==> src/rtl/flag_context_stack.sv <==
// Live ALU status flags with per-bit write enables, plus a LIFO of saved flag contexts.
// Optional sticky Overflow/Underflow error bits are built only when FLAG_STACK_ERR_EN is defined.
module flag_context_stack #(
  parameter  int FLAG_WIDTH = 5,
  parameter  int DEPTH      = 4,
  localparam int LVL_W      = $clog2(DEPTH + 1)
) (
  input  logic                  Clock,
  input  logic                  Reset,
  input  logic [FLAG_WIDTH-1:0] Flags,
  input  logic [FLAG_WIDTH-1:0] FlagWrEn,
  input  logic                  Push,
  input  logic                  Pop,
  input  logic                  ErrClear,
  output logic [FLAG_WIDTH-1:0] savedFlags,
  output logic [LVL_W-1:0]      Level,
  output logic                  Empty,
  output logic                  Full,
  output logic                  Overflow,
  output logic                  Underflow
);

  logic [FLAG_WIDTH-1:0] stack [DEPTH];
  logic [FLAG_WIDTH-1:0] top_val;
  logic [FLAG_WIDTH-1:0] upd_flags;
  logic [LVL_W-1:0]      top_lvl;
  logic                  do_push;
  logic                  do_pop;
  logic                  do_swap;
  logic                  ovf_evt;
  logic                  unf_evt;

  // Status decodes straight from the Level register, never from inputs.
  assign Empty = (Level == '0);
  assign Full  = (Level == LVL_W'(DEPTH));

  assign top_lvl   = Level - LVL_W'(1);
  assign upd_flags = (savedFlags & ~FlagWrEn) | (Flags & FlagWrEn);

  // A Pop on an empty stack drops any simultaneous Push as well.
  assign do_push = Push && !Pop && !Full;
  assign do_pop  = Pop && !Push && !Empty;
  assign do_swap = Push && Pop && !Empty;
  assign ovf_evt = Push && !Pop && Full;
  assign unf_evt = Pop && Empty;

  always_comb begin
    top_val = '0;
    for (int i = 0; i < DEPTH; i++) begin
      if (top_lvl == LVL_W'(i)) top_val = stack[i];
    end
  end

  // Register stage: flags, stack entries and level all update on the same edge.
  always_ff @(posedge Clock or posedge Reset) begin
    if (Reset) begin
      savedFlags <= '0;
      Level      <= '0;
      for (int i = 0; i < DEPTH; i++) stack[i] <= '0;
    end else begin
      if (do_pop || do_swap) savedFlags <= top_val;
      else                   savedFlags <= upd_flags;

      for (int i = 0; i < DEPTH; i++) begin
        if (do_push && (Level == LVL_W'(i)))   stack[i] <= savedFlags;
        if (do_swap && (top_lvl == LVL_W'(i))) stack[i] <= savedFlags;
      end

      if (do_push)     Level <= Level + LVL_W'(1);
      else if (do_pop) Level <= Level - LVL_W'(1);
    end
  end

`ifdef FLAG_STACK_ERR_EN
  // A fresh error in the same cycle as ErrClear leaves the bit set.
  always_ff @(posedge Clock or posedge Reset) begin
    if (Reset) begin
      Overflow  <= 1'b0;
      Underflow <= 1'b0;
    end else begin
      Overflow  <= (Overflow  && !ErrClear) || ovf_evt;
      Underflow <= (Underflow && !ErrClear) || unf_evt;
    end
  end
`else
  logic unused_err;
  assign unused_err = ErrClear ^ ovf_evt ^ unf_evt;
  assign Overflow   = 1'b0;
  assign Underflow  = 1'b0;
`endif

endmodule
==> config.mk <==
export PLATFORM = sky130hd
export DESIGN_NAME = flag_context_stack
export DESIGN_NICKNAME = d
export VERILOG_FILES = /design/src/rtl/flag_context_stack.sv
export SDC_FILE = /design/constraint.sdc
export NUM_CORES = 1
export LEC_CHECK = 0
export ABC_AREA = 1
export BUFFER_PORTS_ARGS = -buffer_cell sky130_fd_sc_hd__buf_2
export CORE_AREA = 2 2 56 58
export DETAILED_ROUTE_END_ITERATION = 7
export DIE_AREA = 0 0 58 60
export GPL_TIMING_DRIVEN = 0
export PLACE_DENSITY = 0.82
export SLEW_MARGIN = 20
export SYNTH_ARGS = -nofsm -noshare
export SYNTH_HDL_FRONTEND = slang
export SYNTH_SLANG_ARGS = --single-unit
export TNS_END_PERCENT = 1
==> constraint.sdc <==
create_clock -name Clock -period 4.4 [get_ports Clock]
set_input_delay 0.88 -clock Clock [delete_from_list [all_inputs] [get_ports Clock]]
set_output_delay 0.88 -clock Clock [all_outputs]
set_load 0.01 [all_outputs]
# Word level (Yosys, flattened, before mapping)

Index checks and enable logic that the tools add are counted.

Multiplexer cells: 15
Reductions and logical operators: 26
Eq/ne operators: 7
Bitwise gates (word level): 4
Add/sub/neg operators: 2

Operator list:

| kind                                                                  | number |
|---|---|
| 5-bit 2-to-1 mux                                                      | 13 |
| 1-bit logical AND                                                     | 14 |
| 3-bit by 2-bit equality test with 1-bit output, second input constant | 4 |
| 5-bit bitwise AND                                                     | 2 |
| 2-bit nonzero test                                                    | 5 |
| 3-bit by 1-bit equality test with 1-bit output, second input constant | 2 |
| 3-bit zero test                                                       | 2 |
| 3-bit 2-to-1 mux                                                      | 2 |
| 5-bit inverter                                                        | 1 |
| 5-bit OR                                                              | 1 |
| 1-bit zero test                                                       | 4 |
| 3-bit by 1-bit adder with 3-bit output, second input constant         | 1 |
| 3-bit equality test, second input constant                            | 1 |
| 3-bit by 1-bit subtractor with 3-bit output, second input constant    | 1 |
| 1-bit logical OR                                                      | 1 |

Output and inout port bits: 12
Input bits: 15
Register bits after elaboration: 28
Logic and storage cells: 60

# Logic depth before layout (Yosys ltp)

Word-level depth: 7
Depth in mapped cells: 11
Mapped depth without buffers: 11

# Least setup slack after synthesis

Ideal clock, no wire load.

Path kind: register to output
From: reg Level[0]
To: out Empty
Data arrival time: 1022 ps
Data required time: 3520 ps
Setup slack: 2498 ps
Cell stages (with the launch flop): 5
Path buffers: 0
Cell sequence: dfrtp_1 > inv_1 > ha_1 > inv_2 > nor2_4

Cells in the longest elaborated chain, start to end: 1

Ends and longest elaborated chain:

| item                     | line | source |
|---|---|---|
| start: declaration       | 16   | `output logic [LVL_W-1:0] Level,` |
| start signal: assignment | 69   | `if (do_push) Level <= Level + LVL_W'(1);` |
| start signal: assignment | 70   | `else if (do_pop) Level <= Level - LVL_W'(1);` |
| 3-bit zero test          | 34   | `assign Empty = (Level == '0);` |
| end: declaration         | 17   | `output logic Empty,` |

No other way between the ends.

# Worst setup path in the final report

Ends and elaborated chain as after synthesis.

==> flow_summary.toml <==
[synth]
synth-compound-area-share_pct = 12.7
synth-adder-area-share_pct = 4.49
ys_warn_count = 0
synthCells = 210
ys_ff_latch = 28
synthXorXnorAreaFrac_pct = 0.524
muxShareOfSynthArea_pct = 0.599
synth_area_per_cell_um2 = 7.95
synth_top_family_by_area = "simple AND/OR/NAND/NOR gates"
ys_types = 28
synth_area_um2 = 1670
seq_area_frac_synth_pct = 41.9
synth-simple-area-share_pct = 27.0

[power]
pwr_density_cell_nw_per_um2 = 702
ir_worst_vdd_uv = 538
p_leak_nw = 1.01

[sta]
skew_ps = 8.43
hold_slack_ps = 531
rsz0062_at_grt = "no"
fin_tns_setup_ps = 0
timing.slew.headroom_pct = 60.6
worst_slew_pin_slew_ps = 591
fin_crit_ps = 2460
slew_viol_final = 0
setup_viol = 0
fmax_ghz = 0.407
fin_crit_sh_pct = 55.9
hold_violations = 0

[setup_path]
crit_slowest_cell = "dfrtp_1"
crit_path_end_kind = "primary output"
critPathKind = "flop to primary output"
critPathArrivalTime_ps = 1580
critPathBufInv = 3
critPathLaunchType = "flop"
max_stage_delay_ps = 460
crit_fanout = 5
path_cells = "inv_1 -> ha_1 -> inv_2 -> nor2_4 -> buf_2"
critPathTopFamily = "flip-flops"
r2r_cells = 8
r2r_start = "Level[0]$_DFFE_PP0P_"
r2r_slack_ps = 2540
required_ps = 3520

[cts]
cts_buffer_depth = 2
cts_tree = "done"
h-tree-depth = 1
cts_setup_buffers = 0
cts_resized = 0
cts-buffers-inserted = 3
clkTransAtPathRegs_ps = 140
hold_buffers = 0
clkLatencyLatePin_ps = 330
cts_sinks = 28
cts-root-buf = "clkbuf_4"

[final_layout]
diodes = 0
layout-area-overhead-vs-synth_pct = 12.7
drive_above_1_share_pct = 22.7
fin_nets = 260

[floorplan]
rows = 20
die-area_um2 = 3480
start_util_pct = 57.5
core_area_um2 = 2900
chipHeight_um = 60
die_w_um = 58
io_pins = 27

[detailed_routing]
routed_wl_mm = 3.38
drc = 0
vias_per_cell = 5.17
dr.pass1.iters = 4
ant_nets = 0
drtIter0Drc = 65
dr_total_vias = 1401
wire_per_inst_um = 12.5

[min_path]
hp-class = "flop to flop"
whs_path_depth = 2
hold_path_end = "stack[11]$_DFFE_PP0P_"
min-delay-start = "stack[11]$_DFFE_PP0P_"

[run_status]
status = "finished, final reports clean"

[grt]
grt_start_max_net_pins = 29
antenna_found_initial = 0
overflow = 0
track_usage_pct = 22.1
grt_pass1_vias = 1228
grt_pass1_wl_mm = 5.74

[place]
routabilityCongestion = 0.864
numPortBuffers = 23
dpl.hpwl_mm = 2.49

[job]
cap_violations = 0
placed cells by master (no fill, tap or decap), types with 3 or more instances in the layout:
| cell type | count |
|---|---|
| nand2_2 | 8 |
| inv_1 | 39 |
| clkbuf_4 | 3 |
| o21ai_0 | 16 |
| nand3_1 | 19 |
| nand4_1 | 5 |
| o21ai_1 | 6 |
| a21oi_1 | 5 |
| a211oi_1 | 4 |
| dfrtp_1 | 28 |
| ha_1 | 6 |
| buf_2 | 23 |
| nand2_1 | 45 |
| nor2_1 | 5 |
| inv_2 | 5 |
cell families (layout without fill, tap and decap cells):
kind of cell               count (synthesis)  count (layout)
AOI/OAI and AO/OA                         35              35
xor gates and xnor gates                   1               1
adders and majority gates                  6               6
buffers and inverters                     49              76
DFF                                       28              28
muxes                                      1               1
other                                      1               2
and+or+nand+nor                           89              89
cell usage after synthesis:
cell type  number  area (µm²)
nand3_1        19        95.1
o211ai_1        1        7.51
o221ai_1        1        8.76
ha_1            6        75.1
nor2_1          5        18.8
nand3_2         2        20.0
inv_1          40         150
a21oi_1         5        25.0
nand2_2         8        50.1
a211oi_1        4        30.0
mux2i_1         1        10.0
nand2_4         1        11.3
o21ai_1         6        30.0
conb_1          1        3.75
nand4_1         5        31.3
xor2_1          1        8.76
o31ai_4         1        21.3
o21ai_2         1        8.76
nor3_4          1        16.3
buf_4           2        15.0
o21ai_0        16        80.1
nor2_4          2        22.5
inv_2           4        15.0
buf_6           2        22.5
nand2_1        45         169
nand3_4         1        17.5
dfrtp_1        28         701
inv_4           1        6.26
power by group:
part | internal, W | total, W | switching, W | leakage [nW]
logic | 0.000248 | 0.000683 | 0.000435 | 0.638
clock network | 0.0000921 | 0.000167 | 0.0000752 | 0.0279
registers | 0.000382 | 0.000473 | 0.0000903 | 0.342
final cells by class:
type | count | area (µm²)
multi-input combinational | 134 | 764
timing repair buffer | 23 | 115
sequential | 28 | 701
buffer | 4 | 37.5
clock inverter | 1 | 30.0
clock buffer | 3 | 22.5
tap | 33 | 41.3
fill | 265 | 1020
inverter | 45 | 171
worst reg2reg max path, cell delays in order, from the launching register on:
cell	delay, ps
dfrtp_1	450
inv_1	110
ha_1	290
inv_2	100
nor2_4	50
nor2_1	450
o21ai_0	190
inv_1	80
a21oi_1	60
per-stage QoR:
stage / area (µm²) / worst slack (ps) / utilization, % / total power (W) / instances
after detailed placement: 1830 / 2310 / 63.1 / 0.00116 / 267
after global placement: 1830 / 2340 / 63.1 / 0.00114 / 267
after CTS: 1880 / 1930 / 64.9 / 0.00133 / 271
final: 1880 / 1940 / 64.9 / 0.00132 / 271
after floorplan: 1670 / 2500 / - / 0.000977 / 211
after global routing: 1880 / 1860 / 64.9 / 0.00145 / 271
per-layer routing:
metal / vias to the layer above / GRT usage (%) / part of all wire [%]
met5: - / 0 / 0
met4: 0 / 7.97 / 1.0
met3: 4 / 3.03 / 5.5
met2: 38 / 36.0 / 48
met1: 638 / 30.3 / 45
li1: 721 / - / -
worst max path at each step:
| stage | start | end | cells past startpoint |
|---|---|---|---|
| floorplan | Level[0]$_DFFE_PP0P_ | Empty | 4 |
| global placement | Level[1]$_DFFE_PP0P_ | Empty | 5 |
| detailed placement | Level[0]$_DFFE_PP0P_ | Empty | 5 |
| CTS | Level[0]$_DFFE_PP0P_ | Empty | 5 |
| global route | Level[0]$_DFFE_PP0P_ | Empty | 5 |
| finish | Level[0]$_DFFE_PP0P_ | Empty | 5 |
Note: power is estimated with default switching activity, not from simulation.
